===== src/rtl/sdc_cmd_sched.sv =====
// sdc_cmd_sched: round-robin SD command scheduler with CRC7 framing and response-owner tag FIFO
module sdc_cmd_sched #(
    parameter int NREQ = 2,
    parameter int MAX_OUT = 4,
    localparam int IW = (NREQ > 1) ? $clog2(NREQ) : 1,
    localparam int PW = (MAX_OUT > 1) ? $clog2(MAX_OUT) : 1,
    localparam int CW = $clog2(MAX_OUT + 1)
) (
    input  logic                 clk,
    input  logic                 rst,
    input  logic [NREQ-1:0]      req_valid,
    input  logic [6*NREQ-1:0]    req_index,
    input  logic [32*NREQ-1:0]   req_arg,
    input  logic [2*NREQ-1:0]    req_resp,
    output logic [NREQ-1:0]      req_ready,
    output logic [7:0]           cmd_data,
    output logic                 cmd_valid,
    input  logic                 cmd_full,
    input  logic                 resp_done,
    output logic [IW-1:0]        resp_owner,
    output logic                 resp_pend,
    output logic                 busy
);
    typedef enum logic [1:0] {IDLE, CRC, HDR, BODY} state_t;
    state_t state_q, state_d;
    logic [IW-1:0] rr_q, g;
    logic [5:0] ctr_q, ctr_d, index_q;
    logic [6:0] crc_q, crc_d;
    logic [31:0] arg_q;
    logic [1:0] resp_q, g_resp;
    logic [IW-1:0] tag_q [MAX_OUT];
    logic [PW-1:0] wp_q, rp_q;
    logic [CW-1:0] cnt_q;
    logic found, accept, push, pop, fb;
    logic [39:0] frame;
    logic [7:0] body;
    int idx;

    always_comb begin
        found = 1'b0;
        g = '0;
        idx = 0;
        for (int k = 1; k <= NREQ; k++) begin
            idx = int'(rr_q) + k;
            if (idx >= NREQ) idx -= NREQ;
            if (!found && req_valid[idx]) begin
                found = 1'b1;
                g = IW'(idx);
            end
        end
    end

    // A full tag FIFO stalls the rr winner rather than skipping it
    assign g_resp = req_resp[2*g +: 2];
    assign accept = state_q == IDLE && found && !(g_resp != 2'b00 && cnt_q == CW'(MAX_OUT));
    assign push = accept && g_resp != 2'b00;
    assign pop = resp_done && cnt_q != '0;
    assign req_ready = accept ? NREQ'(1) << g : '0;

    assign frame = {2'b01, index_q, arg_q};
    assign fb = crc_q[6] ^ frame[6'd39 - ctr_q];
    assign body = ctr_q == 6'd0 ? {2'b01, index_q} :
                  ctr_q == 6'd1 ? arg_q[31:24] :
                  ctr_q == 6'd2 ? arg_q[23:16] :
                  ctr_q == 6'd3 ? arg_q[15:8] :
                  ctr_q == 6'd4 ? arg_q[7:0] : {crc_q, 1'b1};
    assign cmd_valid = (state_q == HDR || state_q == BODY) && !cmd_full;
    assign cmd_data = state_q == HDR ? {6'b000100, resp_q == 2'd3 ? 2'd1 : resp_q} :
                      state_q == BODY ? body : 8'h00;
    assign busy = state_q != IDLE;
    assign resp_pend = cnt_q != '0;
    assign resp_owner = resp_pend ? tag_q[rp_q] : '0;

    always_comb begin
        state_d = state_q;
        ctr_d = ctr_q;
        crc_d = crc_q;
        case (state_q)
            IDLE: if (accept) begin
                state_d = CRC;
                ctr_d = '0;
                crc_d = '0;
            end
            CRC: begin
                crc_d = {crc_q[5:0], 1'b0} ^ {3'b000, fb, 2'b00, fb};
                ctr_d = ctr_q == 6'd39 ? 6'd0 : ctr_q + 6'd1;
                state_d = ctr_q == 6'd39 ? HDR : CRC;
            end
            HDR: state_d = cmd_valid ? BODY : HDR;
            BODY: if (cmd_valid) begin
                ctr_d = ctr_q + 6'd1;
                state_d = ctr_q == 6'd5 ? IDLE : BODY;
            end
            default: state_d = IDLE;
        endcase
    end

    always_ff @(posedge clk) begin
        if (rst) begin
            state_q <= IDLE;
            rr_q <= IW'(NREQ - 1);
            ctr_q <= '0;
            crc_q <= '0;
            cnt_q <= '0;
            wp_q <= '0;
            rp_q <= '0;
        end else begin
            state_q <= state_d;
            ctr_q <= ctr_d;
            crc_q <= crc_d;
            cnt_q <= cnt_q + CW'(push) - CW'(pop);
            if (accept) rr_q <= g;
            if (push) begin
                tag_q[wp_q] <= g;
                wp_q <= wp_q == PW'(MAX_OUT - 1) ? '0 : wp_q + 1'b1;
            end
            if (pop) rp_q <= rp_q == PW'(MAX_OUT - 1) ? '0 : rp_q + 1'b1;
        end
    end

    always_ff @(posedge clk) begin
        if (accept) begin
            index_q <= req_index[6*g +: 6];
            arg_q <= req_arg[32*g +: 32];
            resp_q <= g_resp;
        end
    end
endmodule


===== config.mk =====
export PLATFORM = sky130hd
export DESIGN_NAME = sdc_cmd_sched
export DESIGN_NICKNAME = d
export VERILOG_FILES = /design/src/rtl/sdc_cmd_sched.sv
export SDC_FILE = /design/constraint.sdc
export NUM_CORES = 1
export LEC_CHECK = 0
export ABC_AREA = 0
export BUFFER_PORTS_ARGS = -buffer_cell sky130_fd_sc_hd__buf_2
export CAP_MARGIN = 20
export CORE_MARGIN = 1
export CORE_UTILIZATION = 40
export CTS_CLUSTER_SIZE = 14
export DETAILED_ROUTE_END_ITERATION = 12
export GPL_TIMING_DRIVEN = 1
export PLACE_DENSITY = 0.68
export REMOVE_ABC_BUFFERS = 1
export SLEW_MARGIN = 20
export SYNTH_ARGS = -nofsm -noshare
export SYNTH_HDL_FRONTEND = slang
export SYNTH_SLANG_ARGS = --single-unit

===== constraint.sdc =====
create_clock -name clk -period 4.8 [get_ports clk]
set_input_delay 0.96 -clock clk [delete_from_list [all_inputs] [get_ports clk]]
set_output_delay 0.96 -clock clk [all_outputs]
set_load 0.005 [all_outputs]

==> results.yml, run 1 <==
floorplanning:
  initial_core_util_pct: 41.5
  coreArea_um2: 9820
  die_h_um: 103
  io_pins: 100
  dieArea_um2: 10600
  rows: 36
  die_x_um: 103
logic_synthesis:
  synth_area_um2: 4070
  synth_area_per_cell_um2: 11.2
  synthSimpleGateAreaFrac_pct: 12.8
  synth_compound_area_share_pct: 13.5
  synthAdderAreaFrac_pct: 4.49
  yosysWarnings: 0
  synthArstFlopShare_pct: 0
  ys_ff_latch: 69
  synth.distinct_cells: 58
  synth_flop_cell: "edfxtp_1"
  yosysSeqAreaShare_pct: 44.8
  synth_edf_count: 44
  yosys.area_share.xor_xnor_pct: 1.44
  muxShareOfSynthArea_pct: 18.5
  synthCells: 363
  synth_top_family_by_area: "multiplexers"
final_layout:
  seqCellArea_um2: 1820
  fillCellCount: 953
  multi_input_area_um2: 2070
  syn_to_final_growth_pct: 18.3
  drive_gt1_share_pct: 40.0
  fin_nets: 553
  n_antenna_cell: 0
  instances_no_fill: 591
sta:
  fmax_ghz: 0.264
  post-route-min-period_ns: 3.79
  rsz0062_at_grt: "no"
  slew_headroom_pct: 44.7
  maxSlewViolCount: 0
  tightest_slew_ns: 0.828
  finalHoldViolCount: 0
  tns_ns: 0
  skew_ns: 0.0115
  finalSetupViolCount: 0
  fin_crit_sh_pct: 78.9
worst_hold_path:
  worstHoldPathType: "register to register"
  hold_depth: 2
  hp-start: "rp_q[1]"
worst_setup_path:
  critPathKind: "register to primary output"
  cp_top_family: "flip-flops"
  reg2reg_slack_ns: 2.06
  cp_cell_sequence: "inv_1 > ha_1 > nand2_2 > mux2i_1 > a211oi_2 > a21oi_1 > a2111oi_2 > buf_2"
  r2r_cells: 11
  critPathMaxFanout: 20
  start_kind: "register"
  critPathBufInv: 2
  r2r-start: "rr_q"
  required_ns: 3.84
  crit_arrival_ns: 2.83
  cpPeakStageDelay_ns: 0.86
  r2r_end: "cnt_q[2]"
  cp-end-kind: "primary output"
  crit_slowest_cell: "dfxtp_1"
run:
  drv_cap: 0
pwr:
  p_per_area_nw_per_um2: 363
  peakVddDrop_mv: 0.201
  power.leakage_nw: 1.95
clocking:
  htree_levels: 3
  cts-root-buf: "clkbuf_8"
  cts_tree: "yes"
  clkLatencyLatePin_ns: 0.35
  cts_repair_resize_count: 0
  cts.clk_slew.worst_paths_ns: 0.08
  clockBufferDepth: 2
  hold_buffers: 0
  cts_made_buffers: 9
  cts_setup_buffers: 0
  cts.sinks: 69
place:
  dp.cells: 575
  place_congestion: 0.914
  port_buffers: 99
  dp_hpwl_mm: 6.50
drt:
  wl_per_cell_um: 15.0
  drt_iter0_drc: 152
  antenna_left: 0
  drcViolationCount: 0
  num_vias: 3107
  drt_pass1_iterations: 4
  totalWireLength_mm: 8.84
  viasPerCell: 5.26
run_status:
  outcome: "complete, no violations"
global_routing:
  antenna_found_initial: 0
  grt-ovfl-total: 0
  grt_use_total_pct: 17.8
  grt_first_pass_wirelength_mm: 14.2
  grt_start_max_net_pins: 42
  grt_pass1_vias: 2979
[cell usage after synthesis, drive strengths merged (4+ instances only)]
| library cell | count | area share (%) |
|---|---|---|
| buf | 10 | 2.2 |
| o21ai | 9 | 1.1 |
| inv | 12 | 1.1 |
| edfxtp | 44 | 32 |
| mux4 | 6 | 3.3 |
| a211o | 6 | 1.3 |
| a31o | 4 | 0.86 |
| ha | 13 | 4.0 |
| a21oi | 20 | 2.5 |
| mux2 | 46 | 13 |
| clkbuf | 12 | 1.1 |
| nor2b | 6 | 0.92 |
| nor2 | 27 | 2.5 |
| nand2 | 36 | 3.4 |
| nand3 | 12 | 1.5 |
| and2 | 8 | 1.2 |
| dfxtp | 25 | 12 |
| mux2i | 10 | 2.5 |
| o31ai | 6 | 1.4 |
| a311oi | 6 | 1.4 |
[per-stage QoR]
step | setup WS (ns) | power (mW) | hold slack (ns) | cell area (µm²) | utilization, %
after detailed placement | 1.28 | 1.29 | 0.476 | 4620 | 47.0
after CTS | 0.997 | 1.77 | 0.488 | 4810 | 49.0
after global routing | 0.777 | 1.85 | 0.514 | 4810 | 49.0
final | 1.01 | 1.75 | 0.485 | 4810 | 49.0
after global placement | 1.34 | 1.28 | 0.465 | 4620 | 47.0
after floorplan | 0.538 | 1.14 | 0.438 | 3930 | -
[cell type report]
cell class                 instances  area share [%]
clock buffer                       9            2.57
multi-input combinational        260            43.1
timing repair buffer             101            10.6
tap                              133            3.46
inverter                          12           0.936
sequential                        69            37.8
clock inverter                     7            1.51
[placed cells by master (no fill, tap or decap), types with 3 or more instances in the layout]
cell	synthesis	routed
buf_2	1	99
nand2_1	34	34
a21oi_1	20	20
o31ai_1	4	4
nor2b_1	6	6
dfxtp_1	25	25
a211o_1	6	6
xor2_1	3	3
edfxtp_1	44	44
o21ai_0	8	8
mux2_2	46	46
nor2_1	27	27
nand3_1	12	12
a41oi_1	3	3
mux4_2	6	6
mux2i_1	10	10
a31oi_1	3	3
and2_1	7	7
a311oi_1	5	5
clkbuf_8	0	9
or3_1	3	3
inv_1	11	11
a31o_1	4	4
ha_1	13	13
[report_power, final]
group	internal (mW)	switching, mW
registers	0.764	0.0786
clock network	0.242	0.227
logic	0.203	0.233
total	1.21	0.539
[kinds of logic after synthesis]
kind of cell,Yosys count
and+or+nand+nor,105
AOI/OAI and AO/OA,74
DFF,69
muxes,62
buffers and inverters,34
adders and majority gates,14
xor gates and xnor gates,5
[worst max-delay path by stage]
stage	startpoint	end	slack, ns	depth (start not counted)
after floorplan	req_valid[1]	arg_q[0]	0.54	5
after global placement	req_valid[0]	req_ready[0]	1.34	7
after global routing	ctr_q[1]	cmd_data[7]	0.78	8
after detailed placement	req_valid[0]	cnt_q[2]	1.28	12
final	ctr_q[1]	cmd_data[7]	1.01	8
after CTS	ctr_q[1]	cmd_data[7]	1.0	8
[tightest hold or removal path, delay by kind of cell (launching register included)]
family / cells / cell delay (ns)
AOI/OAI and AO/OA: 1 / 0.06
DFF: 1 / 0.32
and+or+nand+nor: 1 / 0.05
[routing by layer]
| metal | up-vias | part of all wire, % | GRT usage [%] |
|---|---|---|---|
| li1 | 1529 | - | - |
| met1 | 1447 | 44 | 23.3 |
| met2 | 112 | 48 | 28.4 |
| met3 | 19 | 5.5 | 3.80 |
| met4 | 0 | 2.7 | 8.13 |
| met5 | - | 0 | 0 |
[sequential cells by signal (all words and copies together), names as in the netlist, named ones only]
| name | cells |
|---|---|
| crc_q | 7 |
| index_q | 6 |
| rp_q | 2 |
| arg_q | 32 |
| resp_q | 2 |
| wp_q | 2 |
| tag_q | 4 |
| cnt_q | 3 |
| state_q | 2 |
| ctr_q | 6 |
| rr_q | 1 |
(Power assumes the default switching activity.)
==> run 2: changes to the inputs <==
--- a/config.mk
+++ b/config.mk
@@ -5,7 +5,7 @@
 export SDC_FILE = /design/constraint.sdc
 export NUM_CORES = 1
 export LEC_CHECK = 0
-export ABC_AREA = 0
+export ABC_AREA = 1
 export BUFFER_PORTS_ARGS = -buffer_cell sky130_fd_sc_hd__buf_2
 export CAP_MARGIN = 20
 export CORE_MARGIN = 1
@@ -13,7 +13,7 @@
 export CTS_CLUSTER_SIZE = 14
 export DETAILED_ROUTE_END_ITERATION = 12
 export GPL_TIMING_DRIVEN = 1
-export PLACE_DENSITY = 0.68
+export PLACE_DENSITY = 0.7
 export REMOVE_ABC_BUFFERS = 1
 export SLEW_MARGIN = 20
 export SYNTH_ARGS = -nofsm -noshare
==> constraint.sdc (replaced) <==
create_clock -name clk -period 3.15 [get_ports clk]
set_input_delay 0.63 -clock clk [delete_from_list [all_inputs] [get_ports clk]]
set_output_delay 0.63 -clock clk [all_outputs]
set_load 0.005 [all_outputs]
==> run 2 against run 1 <==
  * Wire length rose by 11%
  * Combinational power grew to 2.7 times the previous value
  * Highest routed layer unchanged
  * Non-clock buffer count up 10
  * Largest cell class unchanged
==> results.yml, run 2 <==
run_status:
  outcome: "complete, no violations"
final_layout:
  top_regs: "arg_q x32, crc_q x7"
  seqCellArea_um2: 1820
  fillCellCount: 961
  top_register: "arg_q"
  largest_reg_flops: 32
  fin_nets: 772
  syn_to_final_growth_pct: 22.1
  drive_gt1_share_pct: 22.9
  layout_commonest_cell: "nand2_1"
  n_antenna_cell: 0
  final_cell_mix: "216 x nand2_1, 99 x buf_2, 66 x inv_1"
  multi_input_area_um2: 2010
sta:
  tightest_slew_ns: 0.601
  fin_hold_ws_ns: 0.485
  fmax_ghz: 0.338
  maxSlewViolCount: 0
  post-route-min-period_ns: 2.96
  fin_crit_sh_pct: 94.0
  slew_headroom_pct: 59.8
  finalSetupViolCount: 0
  skew_ns: 0.0126
  finalHoldViolCount: 0
logic_synthesis:
  synth_edf_count: 44
  synth.largest_area_cell: "edfxtp_1"
  synth_area_um2: 4170
  synth_flop_cell: "edfxtp_1"
  synthTopCellsByArea: "edfxtp_1 32%, nand2_1 19%, dfxtp_1 12%, inv_1 6.0%, o21ai_0 4.1%"
  synthCells: 566
  synth.distinct_cells: 39
  yosysSeqAreaShare_pct: 43.7
  yosysWarnings: 0
  synth_top_area_share_pct: 31.7
  synthArstFlopShare_pct: 0
  ys_ff_latch: 69
  synth_area_per_cell_um2: 7.36
  synth_most_common_cell: "nand2_1"
  synth_common_cells: "216 x nand2_1, 67 x inv_1, 44 x edfxtp_1"
worst_setup_path:
  cpPeakStageDelay_ns: 0.37
  critPathMaxFanout: 14
  reg2reg_slack_ns: 0.48
  crit_arrival_ns: 2.33
  r2r_end: "cnt_q[2]"
  required_ns: 2.52
  cp_common_cell: "o21ai_0"
  cp-end-kind: "primary output"
  start_kind: "register"
  crit_slowest_cell: "dfxtp_1"
  critPathKind: "register to primary output"
  r2r_cells: 18
  cp_cell_sequence: "nor2_2 > nand3_4 > nor2_1 > a21oi_1 > o21ai_0 > o21ai_0 > o21ai_0 > o21ai_0 > o21ai_0 > buf_2"
  r2r-start: "rr_q"
clocking:
  cts.clk_slew.worst_paths_ns: 0.08
  cts-root-buf: "clkbuf_8"
  hold_buffers: 0
  cts_tree: "yes"
  clkLatencyLatePin_ns: 0.34
  htree_levels: 3
  clockBufferDepth: 2
  cts.sinks: 69
  cts_made_buffers: 9
floorplanning:
  dieArea_um2: 10800
  rows: 36
  die_h_um: 104
  initial_core_util_pct: 41.9
  die_x_um: 104
  coreArea_um2: 9950
  io_pins: 100
drt:
  drt_pass1_iterations: 4
  viasPerCell: 4.85
  num_vias: 3930
  totalWireLength_mm: 9.78
  wl_per_cell_um: 12.1
  drcViolationCount: 0
  antenna_left: 0
  drt_iter0_drc: 135
worst_hold_path:
  worstHoldPathType: "register to register"
  min_to: "cnt_q[2]"
  hold_depth: 1
  hp-start: "cnt_q[2]"
pwr:
  p_per_area_nw_per_um2: 645
  power.leakage_nw: 2.48
  peakVddDrop_mv: 0.293
  finalPower_mw: 3.28
global_routing:
  grt_pass1_vias: 3658
  grt_first_pass_wirelength_mm: 16.1
  grt_start_max_net_pins: 43
  grt_use_total_pct: 18.3
  grt-ovfl-total: 0
  antenna_found_initial: 0
place:
  dp_hpwl_mm: 7.48
  place_congestion: 0.900
  port_buffers: 99
run:
  drv_cap: 0
-- run 2: cells by family after synthesis --
kind of cell / share of synthesized area [%]
simple gates: 30.7
fa+ha+maj: 4.38
compound gates: 11.8
buf+inv: 8.53
flops: 43.7
mux: 0.240
xor+xnor: 0.631
-- run 2: worst max path at each step --
stage                       startpoint           to  slack [ns]  depth (start not counted)
after CTS                     ctr_q[0]  cmd_data[4]        0.03                         11
after global placement    req_valid[0]     cnt_q[2]        0.18                         18
final                         ctr_q[5]  cmd_data[1]        0.19                         10
after detailed placement  req_valid[0]     cnt_q[2]        0.09                         18
after global routing          ctr_q[0]  cmd_data[4]      -0.009                         11
after floorplan           req_valid[0]     cnt_q[2]       -0.47                         18
-- run 2: worst max-delay path: cells and delay by family, from the launching register on --
family                 cells  cell delay (ns)
AO/OA/AOI/OAI              6             0.77
buffers and inverters      1             0.14
flip-flops                 1             0.37
AND/OR/NAND/NOR            3             0.71
-- run 2: area by class of cell --
class	instances	area share [%]
Inverter	72	5.46
Tap cell	133	3.27
Timing Repair inverter	2	0.246
Clock inverter	4	0.492
Sequential cell	69	35.8
Clock buffer	12	3.69
Timing Repair Buffer	111	11.5
Multi-Input combinational cell	407	39.5
-- run 2: through the flow --
step	instance area (µm²)	setup TNS [ns]	util [%]	instances	setup slack (ns)
2_1_floorplan	4080	-0.728	-	548	-0.466
3_3_place_gp	4810	0	48.3	789	0.182
3_5_place_dp	4810	0	48.3	789	0.0860
4_1_cts	5020	0	50.5	805	0.0314
5_1_grt	5090	-0.0141	51.1	810	-0.00941
6_report	5090	0	51.1	810	0.190
-- run 2: what timing repair did --
item | CTS | global route
pin swaps | 0 | 0
setup buffers | 0 | 3
gates cloned | 0 | 2
gates resized for setup | 1 | 8
endpoints found under the setup margin | 1 | 7
-- run 2: power by group --
group          switching (mW)  total (mW)  internal, mW
clock                   0.340       0.742         0.403
combinational           0.760        1.17         0.413
sequential              0.122        1.37          1.25
total                    1.22        3.28          2.06
-- run 2: layer usage --
layer,vias up,global-route usage [%],routed length [µm]
met5,-,0,0
li1,2028,-,-
met4,0,6.53,159
met2,120,32.1,4740
met3,18,3.07,437
met1,1764,22.4,4440
